## src/rtl/rgb_pwm_driver_pkg.sv

```systemverilog
// Shared definitions for the RGB PWM driver.
// Holds the colour-word slice positions, the PWM full-scale value and the FSM state type.
package rgb_pwm_pkg;

   localparam int R_MSB = 23;
   localparam int R_LSB = 16;
   localparam int G_MSB = 15;
   localparam int G_LSB = 8;
   localparam int B_MSB = 7;
   localparam int B_LSB = 0;

   localparam logic [7:0] PWM_MAX = 8'd255;

   typedef enum logic {
      OFF = 1'b0,
      RUN = 1'b1
   } pwm_state_t;

endpackage

```

## src/rtl/rgb_pwm_driver_channel.sv

```systemverilog
// One PWM colour channel: a shadow duty register and a registered counter comparator.
// Optional macro PWM_FULL_ON_EN makes a duty of PWM_MAX hold the LED on for the whole period.
module pwm_channel
   import rgb_pwm_pkg::*;
#(
   parameter int CH_W = 8
) (
   input  logic            clk,
   input  logic            rst_n,
   input  logic            load,
   input  logic            clear,
   input  logic [CH_W-1:0] duty,
   input  logic [CH_W-1:0] cnt,
   output logic            led
);

   logic [CH_W-1:0] duty_q, duty_d;
   logic            led_q, led_d;
   logic            hit;

`ifdef PWM_FULL_ON_EN
   assign hit = (cnt < duty_q) || (duty_q == PWM_MAX);
`else
   assign hit = (cnt < duty_q);
`endif

   // The compare always uses the duty held before a reload, so a new duty takes effect with count 0.
   always_comb begin
      duty_d = duty_q;
      led_d  = hit;
      if (clear) begin
         duty_d = '0;
         led_d  = 1'b0;
      end else if (load) begin
         duty_d = duty;
      end
   end

   always_ff @(posedge clk or negedge rst_n) begin
      if (!rst_n) begin
         duty_q <= '0;
         led_q  <= 1'b0;
      end else begin
         duty_q <= duty_d;
         led_q  <= led_d;
      end
   end

   assign led = led_q;

endmodule

```

## src/rtl/rgb_pwm_driver.sv

```systemverilog
// Three-channel 8-bit PWM LED driver with period-aligned colour reload and a sysOn gate.
// Channel behaviour at full duty depends on the optional macro PWM_FULL_ON_EN.
module rgb_pwm_driver
   import rgb_pwm_pkg::*;
#(
   parameter int PRESCALE = 4,
   parameter int CH_W     = 8
) (
   input  logic        clk,
   input  logic        rst_n,
   input  logic [23:0] colour,
   input  logic        sysOn,
   output logic        led_r,
   output logic        led_g,
   output logic        led_b,
   output logic        period_done,
   output logic        running
);

   localparam int              PRE_W    = (PRESCALE > 1) ? $clog2(PRESCALE) : 1;
   localparam logic [PRE_W-1:0] PRE_LAST = PRE_W'(PRESCALE - 1);

   pwm_state_t        state_q, state_d;
   logic [PRE_W-1:0]  pre_cnt_q, pre_cnt_d;
   logic [CH_W-1:0]   pwm_cnt_q, pwm_cnt_d;
   logic              period_done_q, period_done_d;
   logic              tick;
   logic              periodEnd;
   logic              load;
   logic              clear;

   assign tick      = (pre_cnt_q == PRE_LAST);
   assign periodEnd = tick && (pwm_cnt_q == PWM_MAX);
   assign clear     = ~sysOn;

   // A falling sysOn takes priority over a coincident period end, so no reload pulse is emitted.
   always_comb begin
      state_d       = state_q;
      pre_cnt_d     = pre_cnt_q;
      pwm_cnt_d     = pwm_cnt_q;
      period_done_d = 1'b0;
      load          = 1'b0;
      unique case (state_q)
         OFF: begin
            if (sysOn) begin
               state_d   = RUN;
               load      = 1'b1;
               pre_cnt_d = '0;
               pwm_cnt_d = '0;
            end
         end
         RUN: begin
            if (!sysOn) begin
               state_d   = OFF;
               pre_cnt_d = '0;
               pwm_cnt_d = '0;
            end else begin
               if (tick) begin
                  pre_cnt_d = '0;
                  pwm_cnt_d = pwm_cnt_q + CH_W'(1);
               end else begin
                  pre_cnt_d = pre_cnt_q + PRE_W'(1);
               end
               if (periodEnd) begin
                  load          = 1'b1;
                  period_done_d = 1'b1;
               end
            end
         end
      endcase
   end

   always_ff @(posedge clk or negedge rst_n) begin
      if (!rst_n) begin
         state_q       <= OFF;
         pre_cnt_q     <= '0;
         pwm_cnt_q     <= '0;
         period_done_q <= 1'b0;
      end else begin
         state_q       <= state_d;
         pre_cnt_q     <= pre_cnt_d;
         pwm_cnt_q     <= pwm_cnt_d;
         period_done_q <= period_done_d;
      end
   end

   pwm_channel #(.CH_W(CH_W)) u_chan_r (
      .clk   (clk),
      .rst_n (rst_n),
      .load  (load),
      .clear (clear),
      .duty  (colour[R_MSB:R_LSB]),
      .cnt   (pwm_cnt_q),
      .led   (led_r)
   );

   pwm_channel #(.CH_W(CH_W)) u_chan_g (
      .clk   (clk),
      .rst_n (rst_n),
      .load  (load),
      .clear (clear),
      .duty  (colour[G_MSB:G_LSB]),
      .cnt   (pwm_cnt_q),
      .led   (led_g)
   );

   pwm_channel #(.CH_W(CH_W)) u_chan_b (
      .clk   (clk),
      .rst_n (rst_n),
      .load  (load),
      .clear (clear),
      .duty  (colour[B_MSB:B_LSB]),
      .cnt   (pwm_cnt_q),
      .led   (led_b)
   );

   assign period_done = period_done_q;
   assign running     = (state_q == RUN);

endmodule

```

## config.mk

```make
export PLATFORM = sky130hd
export DESIGN_NAME = rgb_pwm_driver
export DESIGN_NICKNAME = d
export VERILOG_FILES = /design/src/rtl/rgb_pwm_driver_pkg.sv /design/src/rtl/rgb_pwm_driver_channel.sv /design/src/rtl/rgb_pwm_driver.sv
export SDC_FILE = /design/constraint.sdc
export NUM_CORES = 1
export LEC_CHECK = 0
export ABC_CLOCK_PERIOD_IN_PS = 1800
export BUFFER_PORTS_ARGS = -buffer_cell sky130_fd_sc_hd__buf_4
export CORE_MARGIN = 3
export CORE_UTILIZATION = 57
export CTS_CLUSTER_DIAMETER = 120
export DETAILED_ROUTE_END_ITERATION = 6
export PLACE_DENSITY_LB_ADDON = 0.08
export SYNTH_ARGS = -nofsm -noshare
export SYNTH_HDL_FRONTEND = slang
export SYNTH_SLANG_ARGS = --single-unit
```

## constraint.sdc

```tcl
create_clock -name clk -period 1.8 [get_ports clk]
set_input_delay 0.27 -clock clk [delete_from_list [all_inputs] [get_ports clk]]
set_output_delay 0.27 -clock clk [all_outputs]
set_load 0.05 [all_outputs]
```

# [Word level (Yosys, flattened, before mapping)]
# Index checks and enable logic that the tools add are counted.
[totals] in_bits=27 reg_bits=39 word_cells=45
[op_classes] bitwise_logic=1 n_lt_le_gt_ge=3 n_reduce_logical=2 eq_ne=5 add_sub_neg=2 mux=22
[ops] operator="8-bit two-way mux" n=9
[ops] operator="8-bit < comparator" n=3
[ops] operator="8-bit one-hot mux with 2 select lines" n=1
[ops] operator="8-bit by 1-bit adder with 8-bit output (second input constant)" n=1
[ops] operator="8-bit equality test (second input constant)" n=1
[ops] operator="1-bit two-way mux" n=7
[ops] operator="2-bit two-way mux" n=3
[ops] operator="2-bit one-hot mux with 2 select lines" n=1
[ops] operator="3-bit by 2-bit inequality test with 1-bit output (second input constant)" n=1
[ops] operator="2-bit by 1-bit adder with 2-bit output (second input constant)" n=1
[ops] operator="2-bit equality test (second input constant)" n=1
[ops] operator="2-bit by 1-bit inequality test with 1-bit output (second input constant)" n=1
[ops] operator="2-bit inequality test (second input constant)" n=1
[ops] operator="1-bit one-hot mux with 2 select lines" n=1
[ops] operator="2-bit AND reduction" n=1
[ops] operator="1-bit logical AND" n=1
[ops] operator="1-bit NOT" n=1

# [Longest topological paths before layout]
# Gate-level depths: netlist of the first run.
[logic_depth] ltp_word=7 ltp_mapped=6 mapped_depth_nobuf=5

# [Hierarchy]
# From an unflattened synthesis of the first run, not the netlist that was laid out.
[unflattened] cells_unflattened=221 hier_area_um2=2215.9
[by_module_without_submodules] module="pwm_channel" n_inst=3 cells_per_inst=52 area_each_um2=525.5
[by_module_without_submodules] module="rgb_pwm_driver" n_inst=1 cells_per_inst=65 area_each_um2=639.4

# [Least setup slack after synthesis of the first run]
# OpenSTA, ideal clock, no wires.
[synth_path] path_kind="reg2reg" from="reg pwm_cnt_q[1]" to="reg u_chan_b.duty_q[0]" required_time_ns=1.677 path_stages_with_launch=7 synth_period_minus_slack_ns=1.537 setup_ns=0.123 path_buffers=2 t_arrival_ns=1.414 path_slack_ns=0.263 path_cell_list="dfrtp_1 > ha_1 > nand3_1 > o31a_1 > buf_6 > buf_12 > mux2i_1"
[synth_between] elab_chain_cells=6
[synth_lines] element="from (decl)" line="rgb_pwm_driver.sv:25" source="logic [CH_W-1:0] pwm_cnt_q, pwm_cnt_d;"
[synth_lines] element="from (signal assigned)" line="rgb_pwm_driver.sv:82" source="pwm_cnt_q <= pwm_cnt_d;"
[synth_lines] element="8-bit equality test" line="rgb_pwm_driver.sv:33" source="assign periodEnd = tick && (pwm_cnt_q == PWM_MAX);"
[synth_lines] element="1-bit logical AND" line="rgb_pwm_driver.sv:33"
[synth_lines] element="1-bit two-way mux" line="rgb_pwm_driver.sv:64" source="if (periodEnd) begin"
[synth_lines] element="1-bit two-way mux" line="rgb_pwm_driver.sv:53" source="if (!sysOn) begin"
[synth_lines] element="1-bit one-hot mux with 2 select lines" line="rgb_pwm_driver.sv:43" source="unique case (state_q)"
[synth_lines] element="2-bit by 1-bit inequality test with 1-bit output (no line)"
[synth_lines] element="to (signal assigned)" line="rgb_pwm_driver_channel.sv:44" source="duty_q <= duty_d;"
[synth_lines] element="to (decl)" line="rgb_pwm_driver_channel.sv:17" source="logic [CH_W-1:0] duty_q, duty_d;"
# No other way between the ends.
# A chain may end at the register's enable or synchronous reset.

# [Worst setup path in the final report of the first run]
[layout_path] from="reg pwm_cnt_q[3]" to="reg u_chan_b.led_q, in the netlist u_chan_b.led"
[layout_between] elab_chain_cells=2
[layout_lines] element="8-bit < comparator" line="rgb_pwm_driver_channel.sv:24" source="assign hit = (cnt < duty_q);"
[layout_lines] element="1-bit two-way mux" line="rgb_pwm_driver_channel.sv:31" source="if (clear) begin"
[layout_lines] element="via u_chan_b.led_d" line="rgb_pwm_driver_channel.sv:18" source="logic led_q, led_d;"
[layout_lines] element="to (signal assigned)" line="rgb_pwm_driver_channel.sv:45" source="led_q <= led_d;"
[layout_lines] element="to (decl)" line="rgb_pwm_driver_channel.sv:18"
# The timed path passes the listed nets, and every way through them passes these cells.

==> impl_results.md, run 1 <==
- Status: complete, no violations
- Hold Crit Class: primary input to flip-flop
- Critical Path Fanout Max: 9
- Nets: 321
- CTS tree: built
- Power, Total: 0.001814 W
- Final setup vio count: 0
- Net Sw Power: 0.0004866 W
- TritonCTS buffer count: 5
- Minimum clock period: 1.559 ns
- Syn nets: 290
- RSZ-0062 raised after global routing: no
- Cell count after synthesis: 240
- Mapped cell area: 2312 µm²
- Worst slew pin tran: 0.5018 ns
- Starting DRT DRC Count: 123
- # diodes: 0
- Fmax: 641.4 MHz
- Setup Skew: 0.003256 ns
- Worst EP required: 1.99 ns
- #FFs+latches synth: 39
- Clock power share: 29.9%
- Vias in the first global route: 1,760
- Worst setup SP type: flip-flop
- I/O pin count: 32
- Cell Chain, Critical Path: ha_1, a211oi_1, o21ai_0, a221oi_1
- Max Cap Violations: 0
- CTS H-tree lvls: 2
- Peak supply drop: 545.6 µV
- Core area: 3771 µm²
- Post-DR vias/cell: 5.541
- Antenna-violating nets left: 0
- CTS clk-pin slew, worst paths: 0.07 ns
- Crit path capture type: flip-flop
- PD cells: 686.0 nW/µm²
- Switching share of total power: 26.83%
- Leakage: 1.332 nW
- Crit Path Class: flip-flop to flip-flop
- Die area: 4857 µm²
- Port bufs: 31
- Crit share post-route: 86.62%
- Dpl cell area: 2561 µm²
- Slew HR: 66.55%
- Worst-skew pair later-pin latency: 0.29 ns
- CTS Buffer Depth: 2
- Dpl ws: 0.2627 ns
- Router iterations before antenna repair: 4
- Min setup slack post-route: 0.2408 ns
- Largest net degree at the start of global routing: 54
- TNS Setup: 0 ns
- Chip width: 69.69 µm
- First-pass GRT wire length: 7783 µm
- Via count: 1,762
- CP Data Arrival Time: 1.75 ns
- CP max stage cell: dfrtp_1
- HPWL Detailed: 3005 µm
- Seq pwr share: 52.7%
- Routed WL per cell: 13.51 µm
- Comb power frac: 17.4%
- Finished Cell Area: 2644 µm²
- Avg Cell Area, Syn: 9.634 µm²
- Starting density of the core: 61.31%
- Num rows: 22
- Final Hold Fails: 0
- Final Wtd Congestion: 0.8195
- Synth warn: 0
- Fraction of layout instances using a drive strength above 1: 14.81%
- Most common cell after layout, fill and taps aside: nand2_1
- CTS Sinks: 39
- Drt total wl: 4297 µm
- Sequential share of the synthesized area: 42.21%
- GR Overflow Total: 0
- CP max stage delay: 0.48 ns
- Count of cell types in the netlist: 31
- Initial antenna violation count: 0
- Clock root buffer: clkbuf_8
- GRT Util Overall: 19.76%
- Area growth from synthesis to layout: 14.34%
- Most frequent cells in the layout: nand2_1, dfrtp_1, buf_4
- Residual DRC: 0
- Internal: 0.001327 W
- Slew Viols, Final: 0
- Post-CTS Setup Repair Bufs: 0
- Chip Height: 69.69 µm
## cell usage after synthesis
cell | number | share of area (%)
nand2_1 | 57 | 9.3
a31oi_1 | 2 | 0.54
a21oi_1 | 2 | 0.43
inv_1 | 24 | 3.9
nand2b_1 | 4 | 1.1
nor3b_1 | 4 | 1.3
and3_1 | 3 | 0.81
nand4bb_1 | 1 | 0.49
clkbuf_1 | 7 | 1.1
dfrtp_1 | 39 | 42
o21ai_0 | 8 | 1.7
nand3_1 | 6 | 1.3
and3b_1 | 1 | 0.38
a21o_1 | 3 | 0.97
nand4_1 | 2 | 0.54
a221oi_1 | 3 | 1.1
o31a_1 | 1 | 0.38
o211ai_1 | 4 | 1.3
a41oi_1 | 1 | 0.38
o2111a_1 | 3 | 1.5
buf_12 | 2 | 1.7
a2bb2oi_1 | 1 | 0.38
buf_6 | 1 | 0.49
a211oi_1 | 5 | 1.6
nor2_1 | 3 | 0.49
buf_1 | 1 | 0.16
o32ai_1 | 1 | 0.38
buf_2 | 1 | 0.22
nor4_1 | 2 | 0.54
ha_1 | 23 | 12
mux2i_1 | 25 | 11
## per-layer routing
layer	vias up	part of all wire (%)	global-route usage [%]
met5	-	0	0
met4	0	2.1	7.234
met3	8	4.4	4.493
met2	36	47	32.52
met1	824	46	25.44
li1	894	-	-
## sequential cells by signal (all words and copies together), names as in the netlist
| signal | count |
|---|---|
| pre_cnt_q | 2 |
| u_chan_r.led | 1 |
| u_chan_g.duty_q | 8 |
| running | 1 |
| pwm_cnt_q | 8 |
| u_chan_g.led | 1 |
| u_chan_r.duty_q | 8 |
| period_done | 1 |
| u_chan_b.led | 1 |
| u_chan_b.duty_q | 8 |
## path summary, 6_finish.rpt
check | from | end | slack (ns) | cells past startpoint
setup reg to reg | pwm_cnt_q[3] | u_chan_b.led | 0.24 | 4
min in group asynchronous | rst_n | u_chan_r.duty_q[3] | 0.48 | 2
max in group asynchronous | rst_n | u_chan_b.duty_q[4] | 0.96 | 2
setup / recovery | pwm_cnt_q[3] | u_chan_b.led | 0.24 | 4
hold reg to reg | pre_cnt_q[1] | pre_cnt_q[1] | 0.51 | 2
hold / removal | colour[21] | u_chan_r.duty_q[5] | 0.23 | 3
## cells by family (layout without fill, tap and decap cells)
logic type,count (synthesis),count (layout),share of synthesized area [%]
AO/OA/AOI/OAI,34,34,10.71
adder cells (fa/ha/maj),23,23,12.45
buffers and inverters,36,66,7.630
flip-flops,39,39,42.21
multiplexers,25,25,10.82
AND/OR/NAND/NOR,83,83,16.18
## worst max-delay path: cells and delay by family, from the launching register on
| kind | cells | cell delay [ns] |
|---|---|---|
| AOI/OAI and AO/OA | 3 | 0.63 |
| DFF | 1 | 0.48 |
| adders and majority gates | 1 | 0.35 |
## power groups by stage
| stage | logic (W) | clock network, W | registers (W) |
|---|---|---|---|
| CTS | 0.000320 | 0.000564 | 0.000957 |
| floorplan | 0.000178 | 0 | 0.000995 |
| global route | 0.000355 | 0.000599 | 0.000962 |
| finish | 0.000315 | 0.000542 | 0.000956 |
| detailed placement | 0.000318 | 0 | 0.000973 |
| global placement | 0.000312 | 0 | 0.000971 |
## per-stage QoR
step           util (%)  cells  hold WS, ns
2_1_floorplan         -    240     -0.02559
3_3_place_gp      67.92    311       0.2736
3_5_place_dp      67.92    311       0.2716
4_1_cts           70.11    318       0.2196
5_1_grt           70.11    318       0.2328
6_report          70.11    318       0.2272
## what timing repair did
| item | in CTS | in global routing |
|---|---|---|
| hold buffers | 1 | 0 |
| resized for setup | 0 | 0 |
| setup endpoints to repair | 0 | 0 |
| hold endpoints to repair | 39 | 0 |
## cell type report
type | instances | area (µm²)
multi-input cells | 165 | 1160
fillers | 308 | 1127
flip-flops and latches | 39 | 975.9
repair buffers | 36 | 285.3
inverters | 24 | 90.09
clock buffers | 6 | 72.57
well taps | 48 | 60.06
Note: power is estimated with default switching activity, not from simulation.
==> run 2: changes to the inputs <==
--- a/config.mk
+++ b/config.mk
@@ -7,7 +7,7 @@
 export LEC_CHECK = 0
 export ABC_CLOCK_PERIOD_IN_PS = 1800
 export BUFFER_PORTS_ARGS = -buffer_cell sky130_fd_sc_hd__buf_4
-export CORE_MARGIN = 3
+export CORE_MARGIN = 2
 export CORE_UTILIZATION = 57
 export CTS_CLUSTER_DIAMETER = 120
 export DETAILED_ROUTE_END_ITERATION = 6
==> constraint.sdc (replaced) <==
create_clock -name clk -period 1.8 [get_ports clk]
set_input_delay 0.27 -clock clk [delete_from_list [all_inputs] [get_ports clk]]
set_output_delay 0.27 -clock clk [all_outputs]
set_load 0.02 [all_outputs]
==> run 2 against run 1 <==
Net effect: sequential power is essentially flat; combinational power down 7.0%; core utilization shrank 2.7 points; non-clock buffer count up 1; wire length grew 0.72%; sequential share of layout area down 0.17 points; largest power group unchanged.
==> impl_results.md, run 2 (synthesized netlist as in run 1, its figures left out) <==
- Status: complete, no violations
- Net Sw Power: 0.0004757 W
- Peak supply drop: 468.1 µV
- TNS Setup: 0 ns
- Num rows: 23
- # diodes: 0
- Port bufs: 31
- Fill count: 320
- Initial antenna violation count: 0
- Die area: 4582 µm²
- Worst setup SP type: flip-flop
- Leakage: 1.343 nW
- TritonCTS buffer count: 5
- CTS H-tree lvls: 2
- Starting DRT DRC Count: 109
- Final setup vio count: 0
- Clock root buffer: clkbuf_8
- Crit path capture type: flip-flop
- CP Data Arrival Time: 1.78 ns
- HPWL Detailed: 3091 µm
- Router iterations before antenna repair: 4
- Max Cap Violations: 0
- RSZ-0062 raised after global routing: no
- Power, Total: 0.001843 W
- Internal: 0.001367 W
- GRT Util Overall: 22.19%
- Chip width: 67.69 µm
- Clock power share: 32.3%
- Fraction of layout instances using a drive strength above 1: 15.81%
- Final Wtd Congestion: 0.7862
- Slew Viols, Final: 0
- PD cells: 693.7 nW/µm²
- Fmax: 625.9 MHz
- Core area: 3943 µm²
- First-pass GRT wire length: 7424 µm
- Crit share post-route: 88.76%
- Comb power frac: 15.9%
- I/O pin count: 32
- Worst slew pin tran: 0.4944 ns
- Drt total wl: 4328 µm
- Vias in the first global route: 1,726
- CTS clk-pin slew, worst paths: 0.07 ns
- PostCTS Resize Cnt: 0
- Via count: 1,755
- Residual DRC: 0
- Nets: 322
- Starting density of the core: 58.65%
- CTS Buffer Depth: 2
- Largest net degree at the start of global routing: 54
- Switching share of total power: 25.81%
- Cell Chain, Critical Path: ha_1, a211oi_1, o21ai_0, a221oi_1
- Critical Path Fanout Max: 9
- Slew HR: 67.04%
- GR Overflow Total: 0
- Most common cell after layout, fill and taps aside: nand2_1
- Post-DR vias/cell: 5.450
- Area growth from synthesis to layout: 14.88%
- Setup Skew: 0.006922 ns
- Worst-skew pair later-pin latency: 0.29 ns
- CP max stage cell: dfrtp_1
- CTS tree: built
- Routed WL per cell: 13.44 µm
- Minimum clock period: 1.598 ns
- Hold Crit Class: primary input to flip-flop
- Final Hold Fails: 0
- Antenna-violating nets left: 0
- Most frequent cells in the layout: nand2_1, dfrtp_1, buf_4
- Seq pwr share: 51.8%
- CTS Sinks: 39
- Chip Height: 67.69 µm
- Worst EP required: 1.98 ns
- Crit Path Class: flip-flop to flip-flop
- CP max stage delay: 0.49 ns
==> run 2: cell count changes in the layout (fill, tap and decap cells not counted), sizes merged <==
cell,change
buf,+1
clkinv,+1
==> run 2: final timing paths <==
check                             startpoint                 end  slack (ns)  cells after the start
worst max-delay path            pwm_cnt_q[3]        u_chan_r.led        0.20                      4
worst min-delay path               colour[2]  u_chan_b.duty_q[2]        0.23                      3
worst max register to register  pwm_cnt_q[3]        u_chan_r.led        0.20                      4
worst min register to register  pre_cnt_q[1]        pre_cnt_q[1]        0.49                      2
max in group asynchronous              rst_n  u_chan_b.duty_q[4]        0.96                      2
min in group asynchronous              rst_n  u_chan_r.duty_q[1]        0.49                      2
==> run 2: per-layer routing <==
| layer | track usage [%] | wire [µm] | vias up |
|---|---|---|---|
| met2 | 36.40 | 2181 | 37 |
| met1 | 27.46 | 1979 | 825 |
| met4 | 9.949 | 23 | 0 |
| li1 | - | - | 891 |
| met5 | 0 | 0 | - |
| met3 | 5.500 | 144 | 2 |
==> run 2: area by class of cell <==
cell class                      instances  area, µm²  area share (%)
Timing Repair Buffer                   37      280.3           10.55
Tap cell                               50      62.56           2.355
Multi-Input combinational cell        165       1160           43.66
Clock buffer                            6      82.58           3.109
Sequential cell                        39      975.9           36.74
Inverter                               24      90.09           3.391
Clock inverter                          1      5.005          0.1884
==> run 2: repair_timing <==
| action | 4_1_cts | 5_1_grt |
|---|---|---|
| buffers inserted | 0 | 0 |
| hold endpoints to repair | 39 | 0 |
| hold buffers | 1 | 0 |
==> run 2: worst max-delay path, delay by kind of cell, from the launching register on <==
| kind | cells | cell delay (ns) |
|---|---|---|
| AO/OA/AOI/OAI | 3 | 0.64 |
| adder cells (fa/ha/maj) | 1 | 0.36 |
| flip-flops | 1 | 0.49 |
==> run 2: through the flow <==
stage	cells	setup WS [ns]	util, %	cell area [µm²]	hold WS [ns]
2_1_floorplan	240	0.2631	-	2312	-0.02559
4_1_cts	322	0.2005	67.38	2656	0.2140
3_3_place_gp	314	0.2611	64.90	2559	0.2715
3_5_place_dp	314	0.2178	64.90	2559	0.2716
6_report	322	0.2022	67.38	2656	0.2286
5_1_grt	322	0.05013	67.38	2656	0.2202
==> run 2: power by group through the flow <==
stage	Sequential, W	Combinational [W]	Clock (W)
after floorplan	0.000976	0.000178	0
after detailed placement	0.000972	0.000297	0
after CTS	0.000955	0.000299	0.000615
after global placement	0.000971	0.000291	0
after global routing	0.000962	0.000331	0.000666
final	0.000955	0.000293	0.000595
